### src/rtl/madd_pkg.sv
// Shared types and constants for the chain-MADD result collector.
package madd_pkg;

    localparam int unsigned RESULT_W             = 32;
    localparam int unsigned MADD_LATENCY_DEFAULT = 4;

    // One completed dot product as stored in the output FIFO.
    typedef struct packed {
        logic                ovf;
        logic [RESULT_W-1:0] data;
    } fifo_entry_t;

    // Two's-complement add overflow from the operand and sum sign bits.
    function automatic logic add_overflow(input logic a_msb, input logic b_msb, input logic s_msb);
        return (a_msb == b_msb) && (s_msb != a_msb);
    endfunction

endpackage

### src/rtl/madd_result_collector_if.sv
// Operand-side and result-side handshake bundle of the result collector.
interface madd_result_collector_if #(
    parameter int unsigned RESULT_W = madd_pkg::RESULT_W
);
    logic                in_valid;
    logic                in_last;
    logic                in_ready;
    logic [RESULT_W-1:0] madd_result;
    logic                out_valid;
    logic                out_ready;
    logic [RESULT_W-1:0] out_data;
    logic                out_ovf;

    // Environment side: upstream MADD feeder plus downstream consumer.
    modport master (
        output in_valid, in_last, madd_result, out_ready,
        input  in_ready, out_valid, out_data, out_ovf
    );

    // Collector side.
    modport slave (
        input  in_valid, in_last, madd_result, out_ready,
        output in_ready, out_valid, out_data, out_ovf
    );
endinterface

### src/rtl/madd_result_fifo.sv
// Output FIFO for completed dot products; caller respects full/empty.
module madd_result_fifo
    import madd_pkg::*;
#(
    parameter  int unsigned DEPTH = 8,
    localparam int unsigned PTR_W = $clog2(DEPTH),
    localparam int unsigned CNT_W = PTR_W + 1
) (
    input  logic             clock,
    input  logic             reset,
    input  logic             push,
    input  fifo_entry_t      wdata,
    input  logic             pop,
    output fifo_entry_t      head_c,
    output logic [CNT_W-1:0] count,
    output logic             full,
    output logic             empty
);

    fifo_entry_t      mem [DEPTH];
    logic [CNT_W-1:0] wr_ptr;
    logic [CNT_W-1:0] rd_ptr;
    logic [CNT_W-1:0] wr_next;
    logic [CNT_W-1:0] rd_next;

    // Next pointers; the top bit is the lap flag that separates full from empty.
    always_comb begin
        wr_next = wr_ptr;
        rd_next = rd_ptr;
        if (push) wr_next = wr_ptr + CNT_W'(1);
        if (pop)  rd_next = rd_ptr + CNT_W'(1);
    end

    // Pointers, occupancy and flags, all registered from the next pointers.
    always_ff @(posedge clock or posedge reset) begin
        if (reset) begin
            wr_ptr <= '0;
            rd_ptr <= '0;
            count  <= '0;
            full   <= 1'b0;
            empty  <= 1'b1;
        end else begin
            wr_ptr <= wr_next;
            rd_ptr <= rd_next;
            count  <= wr_next - rd_next;
            full   <= (wr_next == {~rd_next[CNT_W-1], rd_next[CNT_W-2:0]});
            empty  <= (wr_next == rd_next);
        end
    end

    // Entry storage; contents are don't-care until written.
    always_ff @(posedge clock) begin
        if (push) mem[wr_ptr[PTR_W-1:0]] <= wdata;
    end

    // Head entry, forced to zero when nothing is buffered.
    always_comb begin
        head_c = '0;
        if (!empty) head_c = mem[rd_ptr[PTR_W-1:0]];
    end

endmodule

### src/rtl/madd_result_collector.sv
// Tracks beats through the chain MADD, accumulates per dot product and
// buffers completed sums with an overflow flag.
module madd_result_collector #(
    parameter int unsigned MADD_LATENCY = madd_pkg::MADD_LATENCY_DEFAULT,
    parameter int unsigned FIFO_DEPTH   = 8,
    parameter int unsigned RESULT_W     = madd_pkg::RESULT_W
) (
    input logic                    clock,
    input logic                    reset,
    madd_result_collector_if.slave bus
);
    import madd_pkg::*;

    localparam int unsigned CNT_W = $clog2(FIFO_DEPTH) + 1;
    localparam int unsigned SUM_W = CNT_W + 1;

    logic [MADD_LATENCY-1:0] vld_pipe;
    logic [MADD_LATENCY-1:0] lst_pipe;
    logic [RESULT_W-1:0]     acc_q;
    logic                    ovf_q;
    logic [CNT_W-1:0]        lif_q;
    logic                    in_ready_q;

    logic                    accept;
    logic                    accept_last;
    logic                    tail_valid;
    logic                    tail_last;
    logic [RESULT_W-1:0]     sum;
    logic                    add_ovf;
    logic                    push;
    logic                    pop;
    logic [CNT_W-1:0]        lif_next;
    logic [SUM_W-1:0]        reserve_next;
    fifo_entry_t             push_entry;

    fifo_entry_t             head;
    logic [CNT_W-1:0]        fifo_count;
    logic                    fifo_full;
    logic                    fifo_empty;

    // Handshake decode, accumulate datapath and FIFO-slot reservation.
    always_comb begin
        accept          = bus.in_valid && in_ready_q;
        accept_last     = accept && bus.in_last;
        tail_valid      = vld_pipe[MADD_LATENCY-1];
        tail_last       = lst_pipe[MADD_LATENCY-1];
        sum             = acc_q + bus.madd_result;
        add_ovf         = add_overflow(acc_q[RESULT_W-1], bus.madd_result[RESULT_W-1],
                                       sum[RESULT_W-1]);
        pop             = bus.out_ready && !fifo_empty;
        push            = tail_valid && tail_last && (!fifo_full || pop);
        push_entry.ovf  = ovf_q | add_ovf;
        push_entry.data = sum;
        lif_next        = lif_q;
        if (accept_last && !push)      lif_next = lif_q + CNT_W'(1);
        else if (!accept_last && push) lif_next = lif_q - CNT_W'(1);
        // A last in flight already owns a FIFO slot, so count it against depth.
        reserve_next    = SUM_W'(fifo_count) + SUM_W'(lif_q) + SUM_W'(accept_last)
                          - SUM_W'(pop);
    end

    // Beat flags travel alongside the MADD so the tail lines up with madd_result.
    always_ff @(posedge clock or posedge reset) begin
        if (reset) begin
            vld_pipe <= '0;
            lst_pipe <= '0;
        end else begin
            vld_pipe[0] <= accept;
            lst_pipe[0] <= accept_last;
            for (int i = 1; i < int'(MADD_LATENCY); i++) begin
                vld_pipe[i] <= vld_pipe[i-1];
                lst_pipe[i] <= lst_pipe[i-1];
            end
        end
    end

    // Running sum and sticky overflow; a last beat closes out and clears them.
    always_ff @(posedge clock or posedge reset) begin
        if (reset) begin
            acc_q <= '0;
            ovf_q <= 1'b0;
        end else if (tail_valid) begin
            if (tail_last) begin
                acc_q <= '0;
                ovf_q <= 1'b0;
            end else begin
                acc_q <= sum;
                ovf_q <= ovf_q | add_ovf;
            end
        end
    end

    // Lasts-in-flight count and registered ready derived from next-cycle reservation.
    always_ff @(posedge clock or posedge reset) begin
        if (reset) begin
            lif_q      <= '0;
            in_ready_q <= 1'b0;
        end else begin
            lif_q      <= lif_next;
            in_ready_q <= (reserve_next < SUM_W'(FIFO_DEPTH));
        end
    end

    madd_result_fifo #(
        .DEPTH (FIFO_DEPTH)
    ) u_fifo (
        .clock  (clock),
        .reset  (reset),
        .push   (push),
        .wdata  (push_entry),
        .pop    (pop),
        .head_c (head),
        .count  (fifo_count),
        .full   (fifo_full),
        .empty  (fifo_empty)
    );

    assign bus.in_ready  = in_ready_q;
    assign bus.out_valid = !fifo_empty;
    assign bus.out_data  = head.data;
    assign bus.out_ovf   = head.ovf;

endmodule

### src/flat_wrapper.sv
// flat-port wrapper written by rule: the top's interface ports become plain ports
module madd_result_collector_flat import madd_pkg::*;
#(
    parameter int unsigned MADD_LATENCY = madd_pkg::MADD_LATENCY_DEFAULT,
    parameter int unsigned FIFO_DEPTH   = 8,
    parameter int unsigned RESULT_W     = madd_pkg::RESULT_W
)
  (clock, reset, bus_in_valid, bus_in_last, bus_madd_result, bus_out_ready, bus_in_ready, bus_out_valid, bus_out_data, bus_out_ovf);
  madd_result_collector_if #(.RESULT_W(RESULT_W)) bus_i ();
  input logic clock;
  input logic reset;
  input wire logic [$bits(bus_i.in_valid)-1:0] bus_in_valid;
  input wire logic [$bits(bus_i.in_last)-1:0] bus_in_last;
  input wire logic [$bits(bus_i.madd_result)-1:0] bus_madd_result;
  input wire logic [$bits(bus_i.out_ready)-1:0] bus_out_ready;
  output wire logic [$bits(bus_i.in_ready)-1:0] bus_in_ready;
  output wire logic [$bits(bus_i.out_valid)-1:0] bus_out_valid;
  output wire logic [$bits(bus_i.out_data)-1:0] bus_out_data;
  output wire logic [$bits(bus_i.out_ovf)-1:0] bus_out_ovf;
  assign bus_i.in_valid = bus_in_valid;
  assign bus_i.in_last = bus_in_last;
  assign bus_i.madd_result = bus_madd_result;
  assign bus_i.out_ready = bus_out_ready;
  assign bus_in_ready = bus_i.in_ready;
  assign bus_out_valid = bus_i.out_valid;
  assign bus_out_data = bus_i.out_data;
  assign bus_out_ovf = bus_i.out_ovf;
  madd_result_collector #(.MADD_LATENCY(MADD_LATENCY), .FIFO_DEPTH(FIFO_DEPTH), .RESULT_W(RESULT_W)) u_core (.clock(clock), .reset(reset), .bus(bus_i));
endmodule
### config.mk
export PLATFORM = sky130hd
export DESIGN_NAME = madd_result_collector_flat
export DESIGN_NICKNAME = d
export VERILOG_FILES = /design/src/rtl/madd_pkg.sv /design/src/rtl/madd_result_collector_if.sv /design/src/rtl/madd_result_fifo.sv /design/src/rtl/madd_result_collector.sv /design/src/flat_wrapper.sv
export SDC_FILE = /design/constraint.sdc
export NUM_CORES = 1
export LEC_CHECK = 0
export CAP_MARGIN = 20
export CORE_MARGIN = 5
export CORE_UTILIZATION = 54
export CTS_CLUSTER_SIZE = 20
export DETAILED_ROUTE_END_ITERATION = 10
export PLACE_DENSITY = 0.86
export SYNTH_ARGS = -nofsm -noshare
export SYNTH_HDL_FRONTEND = slang
export SYNTH_SLANG_ARGS = --single-unit
### constraint.sdc
create_clock -name clock -period 5.28 [get_ports clock]
set_clock_uncertainty 0.2 [all_clocks]
set_input_delay 1.056 -clock clock [delete_from_list [all_inputs] [get_ports clock]]
set_output_delay 1.056 -clock clock [all_outputs]
set_load 0.005 [all_outputs]
# Word-level counts from Yosys, hierarchy flattened
# Memory sizes are Yosys's and may differ from the RTL's.
# Cells that the tools add are included.
# Widths: inputs -> output; s select.
dict set report word_totals {
  register_bits 60
  latchBits 0
  mem_bits_rw 264
  romBits 0
  in_bits 37
  out_inout_bits 35
  elab_cells 51
  n_memories 1
}
# memory depth width read_ports rd_clocked_by_memory_dff write_ports line_no
set mem_list {}
lappend mem_list {u_core.u_fifo.mem 8 33 1 0 1 madd_result_fifo.sv:20} ;# fifo_entry_t mem [DEPTH];
dict set report classes {
  n_addsub 9
  n_mul 0
  div 0
  order_cmp 1
  eq_ne 4
  shift 0
  mux 9
  bitwise_logic 2
  reduce_logical 14
}
# op n
set ops {}
lappend ops {{$mux 33} 1}
lappend ops {{$add 32x32->32} 1}
lappend ops {{$mux 32} 1}
lappend ops {{$mux 4} 4}
lappend ops {{$add 4x1->4 const B} 3}
lappend ops {{$eq 4x4->1} 2}
lappend ops {{$logic_and 1x1->1} 8}
lappend ops {{$add 4x4->5} 1}
lappend ops {{$add 5x1->5} 1}
lappend ops {{$lt 5x4->1 const B} 1}
lappend ops {{$sub 5x1->5} 1}
lappend ops {{$logic_not 1->1} 4}
lappend ops {{$sub 4x1->4 const B} 1}
lappend ops {{$sub 4x4->4} 1}
lappend ops {{$mux 1} 3}
lappend ops {{$reduce_bool 2->1} 1}
lappend ops {{$eq 1x1->1} 1}
lappend ops {{$logic_or 1x1->1} 1}
lappend ops {{$ne 1x1->1} 1}
lappend ops {{$not 1->1} 1}
lappend ops {{$or 1x1->1} 1}

# Longest topological paths before layout
# Gate-level depths: netlist of the first run.
dict set report logic_depth {
  depth_word 7
  ltp_mapped 13
  mapped_depth_nobuf 12
}

# Modules after synthesis
# A second synthesis of the first run with hierarchy kept.
dict set report hier_totals {
  hier_cells 896
  area_unflattened_um2 14510.2
}
# mod n_inst cells_each area_each_um2 seq_area_each_um2
set modules_own_cells {}
lappend modules_own_cells {madd_result_fifo 1 488 10742.8 8279.2}
lappend modules_own_cells {madd_result_collector 1 408 3767.4 1151.1}

# Worst setup path before layout of the first run
# No wires, ideal clock.
dict set report synth_timing {
  path_kind {in2reg}
  from {in bus_out_ready}
  to {mem u_core.u_fifo.mem[0][0] in the netlist's numbering, enable pin}
  setup_time_ns 0.506
  arrival_time_ns 4.801
  required_ns 4.574
  path_slack_ns -0.227
  cell_stages 4
  path_buffers 0
  cell_sequence {nand2_1 > a21oi_1 > clkinv_1 > nor4_1}
}
dict set report synth_via {
  elab_chain_cells 5
}
# item line_no
set synth_lines {}
lappend synth_lines {{from (decl)} flat_wrapper.sv:15} ;# input wire logic [$bits(bus_i.out_ready)-1:0] bus_out_ready;
lappend synth_lines {{$logic_and 1x1->1} madd_result_collector.sv:50} ;# pop = bus.out_ready && !fifo_empty;
lappend synth_lines {{$logic_or 1x1->1} madd_result_collector.sv:51} ;# push = tail_valid && tail_last && (!fifo_full || pop);
lappend synth_lines {{$logic_and 1x1->1} madd_result_collector.sv:51}
lappend synth_lines {{$mux 1} madd_result_fifo.sv:53} ;# if (push) mem[wr_ptr[PTR_W-1:0]] <= wdata;
lappend synth_lines {{$mux 1 (not written as such)} madd_result_fifo.sv:53}
lappend synth_lines {{to (decl)} madd_result_fifo.sv:20}
# No other way between the ends.

# Final worst setup path of the first run
dict set report layout_timing {
  from {reg u_core.u_fifo.rd_ptr[0]}
  to {out bus_out_data[21]}
}
dict set report layout_via {
  elab_chain_cells 2
}
# item line_no
set layout_lines {}
lappend layout_lines {{from (decl)} madd_result_fifo.sv:22} ;# logic [CNT_W-1:0] rd_ptr;
lappend layout_lines {{from (signal assigned)} madd_result_fifo.sv:44} ;# rd_ptr <= rd_next;
lappend layout_lines {{$mem_v2 8x33} -}
lappend layout_lines {{$mux 33} madd_result_fifo.sv:59} ;# if (!empty) head_c = mem[rd_ptr[PTR_W-1:0]];
lappend layout_lines {{to (decl)} flat_wrapper.sv:18} ;# output wire logic [$bits(bus_i.out_data)-1:0] bus_out_data;
# No other way between the ends.

==> flow_summary_export.csv, run 1 <==
group,metric,value,unit
power,power.density,619,mW/mm^2
cts,clockBufferDepth,3,
logic_synthesis,ys_seq_elements,324,
place,place_hpwl,19500,um
logic_synthesis,synth_edf_count,264,
drt,wire_per_inst,24.3,um
worst_setup_path,setup.worst_path.start,"u_core.u_fifo.rd_ptr[0]",
logic_synthesis,synth_area,0.0143,mm^2
global_route,antenna_found_initial,0,
worst_setup_path,cp_slowest_stage_delay,0.59,ns
worst_setup_path,r2r_end,"u_core.u_fifo.mem[5][22]",
global_route,grt_use_met3,0.0345,
cts,htree_levels,2,
cts,cts-resized-gates,0,
drt,ant_nets,0,
worst_setup_path,ff2ff_path_depth,10,
timing,rsz0062_at_grt,"no",
timing,tightest_slew,1.04,ns
final_layout,final_util,0.645,
power,leakage,6.16,nW
cts,numCtsBuffers,34,
hold_path,hold_class,"flop to flop",
drt,drc_errors,0,
worst_setup_path,startpoint_type,"flop",
worst_setup_path,crit_required,4.02,ns
cts,clkTransAtPathRegs,0.06,ns
final_layout,nets,1064,
timing,hold_viol_final,0,
global_route,grt_pass1_vias,8542,
place,gp_congestion,0.914,
power,p_comb_frac,0.368,
logic_synthesis,syn_nets,977,
power,p_int,0.00702,W
timing,layout_min_cycle_time,4.22,ns
logic_synthesis,seq_area_frac_synth,0.658,
timing,setup_viol,0,
cts,cts_hold_buf,0,
worst_setup_path,path_max_fanout,29,
drt,viasPerCell,6.21,
global_route,grt.busiest_layer,"met2",
timing,tns,0,ns
cts,cts_tree,"done",
power,ir_drop,0.392,mV
drt,drtPass1Iterations,5,
logic_synthesis,syn_avg_cell_area,16.1,um^2
final_layout,diodes,0,
timing,slew_violations,0,
global_route,grt_pass1_wl,50700,um
global_route,grt_usage,0.216,
worst_setup_path,regToRegSetupSlack,1.76,ns
hold_path,worstHoldEndpoint,"u_core.vld_pipe[3]",
die,chipHeight,173,um
run_status,status,"completed",
cts,cts_sinks,324,
logic_synthesis,synth-main-ff-cell,"edfxtp_1",
cts,clk_latency,0.51,ns
worst_setup_path,critPathKind,"flop to primary output",
final_layout,final_common_cell,"edfxtp_1",
drt,drtIter0Drc,860,
hold_path,hold_start,"u_core.vld_pipe[2]",
global_route,use_met1,0.309,
worst_setup_path,critPathArrivalTime,2.96,ns
timing,max-slew-margin-rel,0.309,
die,initial_utilization,0.550,
worst_setup_path,worstPathCellList,"buf_4, mux4_2, mux2i_1, nor2_1, clkdlybuf4s50_1",
drt,vias,8311,
worst_setup_path,rr_startpoint,"u_core.acc_q[0]",
timing,post-route-period-util,0.799,
global_route,grt_max_degree,42,
worst_setup_path,worstSetupEndpointType,"primary output",
power,power_frac_clock,0.258,
final_layout,layout-drive-gt1-share,0.162,
die,io_pins,72,
cts,postCtsSetupRepairBufs,0,
drt,routed_wirelength,32500,um
final_layout,most-common-layout-cells,"edfxtp_1 (264), clkdlybuf4s50_1 (71), mux4_2 (66)",
timing,fmax,237,MHz
cts,root_buffer,"clkbuf_16",
logic_synthesis,netlist_instances,890,
place,port_buffers,71,
power,power.switching,0.00339,W
logic_synthesis,ys_warn_count,0,
logic_synthesis,async_reset_ff_frac,0.185,
die,die_area,0.0299,mm^2
hold_path,whs_path_depth,0,
power,seq_power_share,0.374,
die,row_count,59,
die,fp.dieW,173,um
global_route,met2_usage,0.354,
power,sw_frac_of_total,0.326,
die,core-area,0.0261,mm^2
global_route,overflow,0,
final_layout,syn_to_final_growth,17.4,%
worst_setup_path,critPathSlowestCell,"mux4_2",
logic_synthesis,synth_cell_types,58,
job,drv_cap,0,
-- layout make-up --
cell class,instances,area [um^2]
Sequential cell,324,9440
Fill cell,1721,9250
Multi-Input combinational cell,490,4660
Clock buffer,46,1000
Timing Repair Buffer,89,878
Tap cell,335,419
Clock inverter,16,280
Inverter,38,143
-- metal layers --
metal / up-vias / wire length [um]
li1: 3633 / -
met1: 4252 / 13600
met2: 379 / 16100
met3: 47 / 2190
met4: 0 / 600
met5: - / 0
-- Yosys cell counts (9+ instances only) --
library cell | instances | area (um^2)
mux4_2 | 66 | 1490
mux2i_1 | 34 | 340
nand3_1 | 10 | 50.1
o21ai_0 | 24 | 120
a21o_1 | 14 | 105
a22o_1 | 27 | 236
nor2b_1 | 9 | 56.3
nand2_1 | 36 | 135
clkbuf_1 | 26 | 97.6
xnor2_1 | 27 | 236
xor2_1 | 17 | 149
a21oi_1 | 37 | 185
nor2_1 | 55 | 206
inv_1 | 36 | 135
ha_1 | 47 | 588
dfrtp_1 | 59 | 1480
edfxtp_1 | 264 | 7930
-- per-stage QoR --
stage	setup slack (ns)	cells	total power (W)	hold WS (ns)	area (um^2)
after floorplan	0.641	890	0.00638	0.131	14300
after global placement	0.920	1275	0.00752	0.133	15500
after detailed placement	0.760	1275	0.00766	0.135	15500
after CTS	1.01	1337	0.0104	0.152	16800
after global routing	0.918	1338	0.0109	0.157	16800
final	1.06	1338	0.0104	0.151	16800
-- worst max-delay path: cells and delay by family, from the launching register on --
kind	cells	cell delay, ns
buffers and inverters	2	1.00
flip-flops	1	0.44
multiplexers	2	0.89
AND/OR/NAND/NOR	1	0.09
-- kinds of logic after synthesis --
logic type	share of synthesized area
DFF	0.658
adders and majority gates	0.0453
buffers and inverters	0.0205
muxes	0.128
and+or+nand+nor	0.0493
AOI/OAI and AO/OA	0.0712
xor gates and xnor gates	0.0269
-- flip-flops by register name, summed over array words and instances (netlist names) --
name,count
u_core.acc_q,32
u_core.u_fifo.rd_ptr,4
u_core.vld_pipe,4
u_core.ovf_q,1
u_core.u_fifo.wr_ptr,4
u_core.lst_pipe,4
u_core.u_fifo.empty,1
u_core.u_fifo.full,1
u_core.bus.in_ready,1
u_core.lif_q,4
u_core.u_fifo.count,4
u_core.u_fifo.mem,264
-- power groups by stage --
stage                     Combinational (W)  Clock [W]  Sequential (W)
after detailed placement            0.00373          0         0.00393
after global routing                0.00419    0.00283         0.00391
after global placement              0.00360          0         0.00391
final                               0.00383    0.00269         0.00389
after floorplan                     0.00264          0         0.00373
after CTS                           0.00382    0.00271         0.00389
-- how the worst max path moves through the flow --
stage,end,slack (ns)
floorplan,u_core.u_fifo.mem[2][0],0.64
global placement,u_core.u_fifo.mem[4][26],0.92
detailed placement,u_core.acc_q[22],0.76
CTS,bus_out_data[27],1.01
global route,bus_out_data[21],0.92
finish,bus_out_data[21],1.06
(Power assumes the default switching activity.)
==> inputs of run 2 (changes only) <==
==> constraint.sdc (replaced) <==
create_clock -name clock -period 3.6 [get_ports clock]
set_clock_uncertainty 0.2 [all_clocks]
set_input_delay 0.72 -clock clock [delete_from_list [all_inputs] [get_ports clock]]
set_output_delay 0.72 -clock clock [all_outputs]
set_load 0.005 [all_outputs]
==> run 2 against run 1 <==
- global-route usage up 0.88 points
- critical path depth unchanged
- register-to-register slack worse by 1.4 ns
- total power rose by 53%
- routed wire length grew 6.5%
- non-clock buffer count is 98 higher
- sequential share of layout area down 2.6 points
- combinational power increased by 79%
- count of clock-buffer cells in the layout shrank 2
- hold slack better by 0.0020 ns
- flip-flop and latch count unchanged
- highest routed layer unchanged
==> flow_summary_export.csv, run 2 (same netlist as run 1, synthesis figures left out) <==
group,metric,value,unit
cts,cts_hold_buf,0,
final_layout,multiInputGateArea,0.00483,mm^2
worst_setup_path,startpoint_type,"flop",
place,place_hpwl,21800,um
worst_setup_path,critPathBufInv,2,
final_layout,final_util,0.677,
final_layout,fillers,1632,
worst_setup_path,crit_required,2.68,ns
cts,htree_levels,2,
global_route,grt_pass1_wl,52700,um
timing,setup_viol,0,
die,row_count,59,
cts,root_buffer,"clkbuf_16",
die,chipHeight,173,um
job,drv_cap,0,
global_route,grt_usage,0.225,
final_layout,regArea,0.00944,mm^2
run_status,status,"completed",
drt,drtIter0Drc,1011,
timing,tns,0,ns
drt,wire_per_inst,24.1,um
drt,vias,9018,
die,initial_utilization,0.550,
worst_setup_path,critPathSlowestCell,"dfrtp_4",
cts,clockBufferDepth,3,
cts,cts_tree,"done",
final_layout,diodes,0,
cts,cts_sinks,324,
drt,routed_wirelength,34600,um
die,io_pins,72,
cts,numCtsBuffers,34,
final_layout,nets,1163,
global_route,antenna_found_initial,0,
hold_path,hold_class,"flop to flop",
final_layout,most-common-layout-cells,"edfxtp_1 (264), buf_4 (104), clkdlybuf4s50_1 (69)",
worst_setup_path,critPathKind,"flop to primary output",
global_route,grt_max_degree,34,
drt,viasPerCell,6.29,
drt,ant_nets,0,
die,die_area,0.0299,mm^2
power,power.density,902,mW/mm^2
place,gp_congestion,0.883,
cts,clkTransAtPathRegs,0.06,ns
worst_setup_path,worstSetupEndpointType,"primary output",
worst_setup_path,worstPathCellList,"buf_4, mux4_2, mux2i_1, nor2_1, clkdlybuf4s50_1",
drt,drc_errors,0,
die,core-area,0.0261,mm^2
cts,clk_latency,0.52,ns
worst_setup_path,path_max_fanout,8,
timing,rsz0062_at_grt,"yes",
power,leakage,6.64,nW
global_route,overflow,0,
timing,tightest_slew,0.772,ns
final_layout,syn_to_final_growth,23.2,%
drt,drtPass1Iterations,5,
worst_setup_path,crit_family,"multiplexers",
power,ir_drop,0.423,mV
timing,hold_viol_final,0,
worst_setup_path,critPathArrivalTime,2.64,ns
place,port_buffers,71,
timing,post-route-period-util,0.988,
final_layout,largest_register_ff_count,264,
die,fp.dieW,173,um
timing,max-slew-margin-rel,0.481,
timing,layout_min_cycle_time,3.56,ns
global_route,grt_pass1_vias,9168,
timing,slew_violations,0,
final_layout,layout-drive-gt1-share,0.249,
worst_setup_path,cp_slowest_stage_delay,0.55,ns
timing,fmax,281,MHz
final_layout,final_common_cell,"edfxtp_1",
## run 2: changes by cell type in the layout (fill, tap and decap cells not counted), moves of 3 or more
| cell | change |
|---|---|
| buf_12 | +7 |
| buf_4 | +89 |
| bufinv_16 | -5 |
| mux2i_1 | -4 |
| mux2i_2 | +4 |
| xnor2_1 | -3 |
| xnor2_2 | +3 |
| xor2_1 | -7 |
| xor2_2 | +5 |
## run 2: layout make-up
| class | instances | share of cell area |
|---|---|---|
| clock buffer | 44 | 0.0527 |
| clock inverter | 15 | 0.00901 |
| inverter | 38 | 0.00809 |
| multi-input combinational | 491 | 0.274 |
| sequential | 324 | 0.535 |
| tap | 335 | 0.0238 |
| timing repair buffer | 187 | 0.0977 |
## run 2: repair_timing
action	in CTS	in global routing
setup buffers	5	4
endpoints found under the setup margin	54	113
pin swaps	0	4
resized for setup	3	26
gates cloned	0	2
## run 2: through the flow
step | setup slack [ns] | power (W) | instances | area (um^2) | hold slack (ns)
2_1_floorplan | -0.703 | 0.00936 | 890 | 14300 | 0.131
3_3_place_gp | -0.480 | 0.0118 | 1364 | 16300 | 0.133
3_5_place_dp | -0.523 | 0.0120 | 1364 | 16300 | 0.142
4_1_cts | 0.00798 | 0.0156 | 1428 | 17400 | 0.155
5_1_grt | -0.0859 | 0.0167 | 1434 | 17600 | 0.162
6_report | 0.0427 | 0.0159 | 1434 | 17600 | 0.153
## run 2: worst paths after layout
path                                    startpoint                 end  slack, ns  cells after the start
max                        u_core.u_fifo.rd_ptr[0]    bus_out_data[22]       0.04                      5
min                             u_core.lst_pipe[0]  u_core.lst_pipe[1]       0.15                      0
max reg2reg                        u_core.acc_q[0]    u_core.acc_q[30]       0.41                     11
min reg2reg                     u_core.lst_pipe[0]  u_core.lst_pipe[1]       0.15                      0
max in group asynchronous                    reset     u_core.acc_q[6]       2.08                      3
min in group asynchronous                    reset     u_core.lif_q[1]       0.39                      2
## run 2: layer usage
layer | up-vias | GRT usage | share of wire
li1 | 3818 | - | -
met1 | 4595 | 0.309 | 0.40
met2 | 503 | 0.366 | 0.49
met3 | 102 | 0.0437 | 0.077
met4 | 0 | 0.0760 | 0.035
met5 | - | 0 | 0
## run 2: power breakdown
part,leakage (nW),internal [W],switching [W]
logic,2.99,0.00331,0.00355
registers,3.12,0.00528,0.000358
clock network,0.528,0.00204,0.00137
total,6.64,0.0106,0.00529
## run 2: worst register-to-register path: cells and delay by family, from the launching register on
kind,cells,cell delay [ns]
AOI/OAI and AO/OA,5,1.27
xor gates and xnor gates,1,0.27
adders and majority gates,2,0.58
buffers and inverters,1,0.05
DFF,1,0.36
and+or+nand+nor,2,0.41
==> inputs of run 3 (changes only) <==
--- a/config.mk
+++ b/config.mk
@@ -6,7 +6,7 @@
 export NUM_CORES = 1
 export LEC_CHECK = 0
 export CAP_MARGIN = 20
-export CORE_MARGIN = 5
+export CORE_MARGIN = 4
 export CORE_UTILIZATION = 54
 export CTS_CLUSTER_SIZE = 20
 export DETAILED_ROUTE_END_ITERATION = 10
==> run 3 against run 2 <==
- worst setup slack improved by 0.047 ns
- clock power rose by 1%
- critical path depth did not move
- sequential share of layout area fell by 0.064 points
- critical endpoint is now bus_out_data[19]
- largest cell class unchanged
==> flow_summary_export.csv, run 3 (same netlist as run 1, synthesis figures left out) <==
group,metric,value,unit
worst_setup_path,worstPathCellList,"buf_16, mux4_2, mux2i_2, nor2_1, clkdlybuf4s50_1",
place,place_hpwl,20800,um
final_layout,largest_register_ff_count,264,
worst_setup_path,critPathBufInv,2,
final_layout,final_common_cell,"edfxtp_1",
cts,htree_levels,2,
worst_setup_path,critPathKind,"flop to primary output",
worst_setup_path,crit_required,2.68,ns
global_route,grt_pass1_wl,53800,um
cts,root_buffer,"clkbuf_16",
final_layout,syn_to_final_growth,23.3,%
power,power_frac_clock,0.217,
power,ir_drop,0.492,mV
drt,ant_nets,0,
die,core-area,0.0261,mm^2
worst_setup_path,critPathArrivalTime,2.59,ns
timing,layout_min_cycle_time,3.51,ns
timing,tightest_slew,0.837,ns
power,seq_power_share,0.347,
cts,numCtsBuffers,34,
timing,fmax,285,MHz
place,port_buffers,71,
cts,cts_sinks,324,
job,drv_cap,0,
die,initial_utilization,0.550,
power,p_int,0.0106,W
global_route,grt_usage,0.242,
place,place_ws,-0.609,ns
timing,fin_hold_ws,0.147,ns
worst_setup_path,crit_family,"multiplexers",
place,gp_congestion,0.915,
drt,drtPass1Iterations,5,
worst_setup_path,cp_slowest_stage_delay,0.55,ns
timing,slew_violations,0,
timing,finalWorstSetupSlack,0.0893,ns
die,io_pins,72,
drt,routed_wirelength,35400,um
power,power.density,902,mW/mm^2
timing,max-slew-margin-rel,0.438,
worst_setup_path,startpoint_type,"flop",
cts,clk_latency,0.52,ns
hold_path,hold_class,"flop to flop",
final_layout,fillers,1625,
global_route,overflow,0,
final_layout,regArea,0.00944,mm^2
run_status,status,"completed",
die,fp.dieW,171,um
final_layout,multiInputGateArea,0.00483,mm^2
worst_setup_path,path_max_fanout,31,
power,p_comb_frac,0.436,
power,leakage,6.65,nW
final_layout,nets,1157,
drt,viasPerCell,6.24,
die,chipHeight,171,um
worst_setup_path,critPathSlowestCell,"mux4_2",
cts,clockBufferDepth,3,
timing,post-route-period-util,0.975,
die,row_count,59,
worst_setup_path,ff2ff_path_depth,11,
final_layout,diodes,0,
die,die_area,0.0292,mm^2
global_route,grt_pass1_vias,9277,
cts,cts_hold_buf,0,
global_route,grt_max_degree,39,
global_route,antenna_found_initial,0,
timing,setup_viol,0,
drt,drtIter0Drc,986,
hold_path,whs_path_depth,0,
worst_setup_path,worstSetupEndpointType,"primary output",
final_layout,most-common-layout-cells,"edfxtp_1 (264), buf_4 (97), clkdlybuf4s50_1 (68)",
drt,wire_per_inst,24.8,um
worst_setup_path,crit_cells,5,
drt,vias,8928,
cts,clkTransAtPathRegs,0.06,ns
final_layout,layout-drive-gt1-share,0.244,
timing,rsz0062_at_grt,"yes",
power,sw_frac_of_total,0.335,
timing,hold_viol_final,0,
power,power.switching,0.00534,W
cts,cts_tree,"done",
drt,drc_errors,0,
power,finalPower,0.0159,W
-- run 3: layout make-up --
type,instances,share of cell area
repair buffers,181,0.0979
clock buffers,51,0.0553
multi-input cells,491,0.273
well taps,335,0.0237
clock inverters,11,0.00730
inverters,38,0.00808
flip-flops and latches,324,0.534
-- run 3: power by group through the flow --
stage                     clock [W]  sequential [W]  combinational [W]
final                       0.00346         0.00553            0.00694
after global routing        0.00368         0.00555            0.00748
after CTS                   0.00348         0.00552            0.00661
after detailed placement          0         0.00559            0.00635
after global placement            0         0.00558            0.00613
after floorplan                   0         0.00548            0.00388
-- run 3: worst paths after layout --
check | from | to | slack, ns
worst min-delay path | u_core.vld_pipe[0] | u_core.vld_pipe[1] | 0.15
worst max-delay path | u_core.u_fifo.rd_ptr[0] | bus_out_data[19] | 0.09
min in group asynchronous | reset | u_core.acc_q[23] | 0.44
max in group asynchronous | reset | u_core.acc_q[4] | 2.00
worst max register to register | u_core.acc_q[0] | u_core.acc_q[24] | 0.32
worst min register to register | u_core.vld_pipe[0] | u_core.vld_pipe[1] | 0.15
-- run 3: what timing repair did --
item,in CTS,in global routing
setup endpoints to repair,48,131
buffers inserted,5,3
pin swaps,0,3
gates resized for setup,5,26
endpoints found under the hold margin,0,0
gates cloned,1,1
-- run 3: metrics by stage --
step | utilization | cells | TNS (ns) | cell area (um^2)
finish | 0.678 | 1431 | 0 | 17700
global route | 0.678 | 1431 | -0.371 | 17700
CTS | 0.671 | 1427 | 0 | 17500
detailed placement | 0.624 | 1359 | -57.35 | 16300
global placement | 0.624 | 1359 | -39.14 | 16300
floorplan | - | 890 | -75.72 | 14300
-- run 3: metal layers --
metal  global-route usage  vias to the layer above  part of all wire  wire length [um]
li1                     -                     3817                 -                 -
met1                0.340                     4505              0.39             13800
met2                0.408                      513              0.51             18000
met3               0.0337                       93             0.079              2790
met4               0.0630                        0             0.023               823
met5                    0                        -                 0                 0
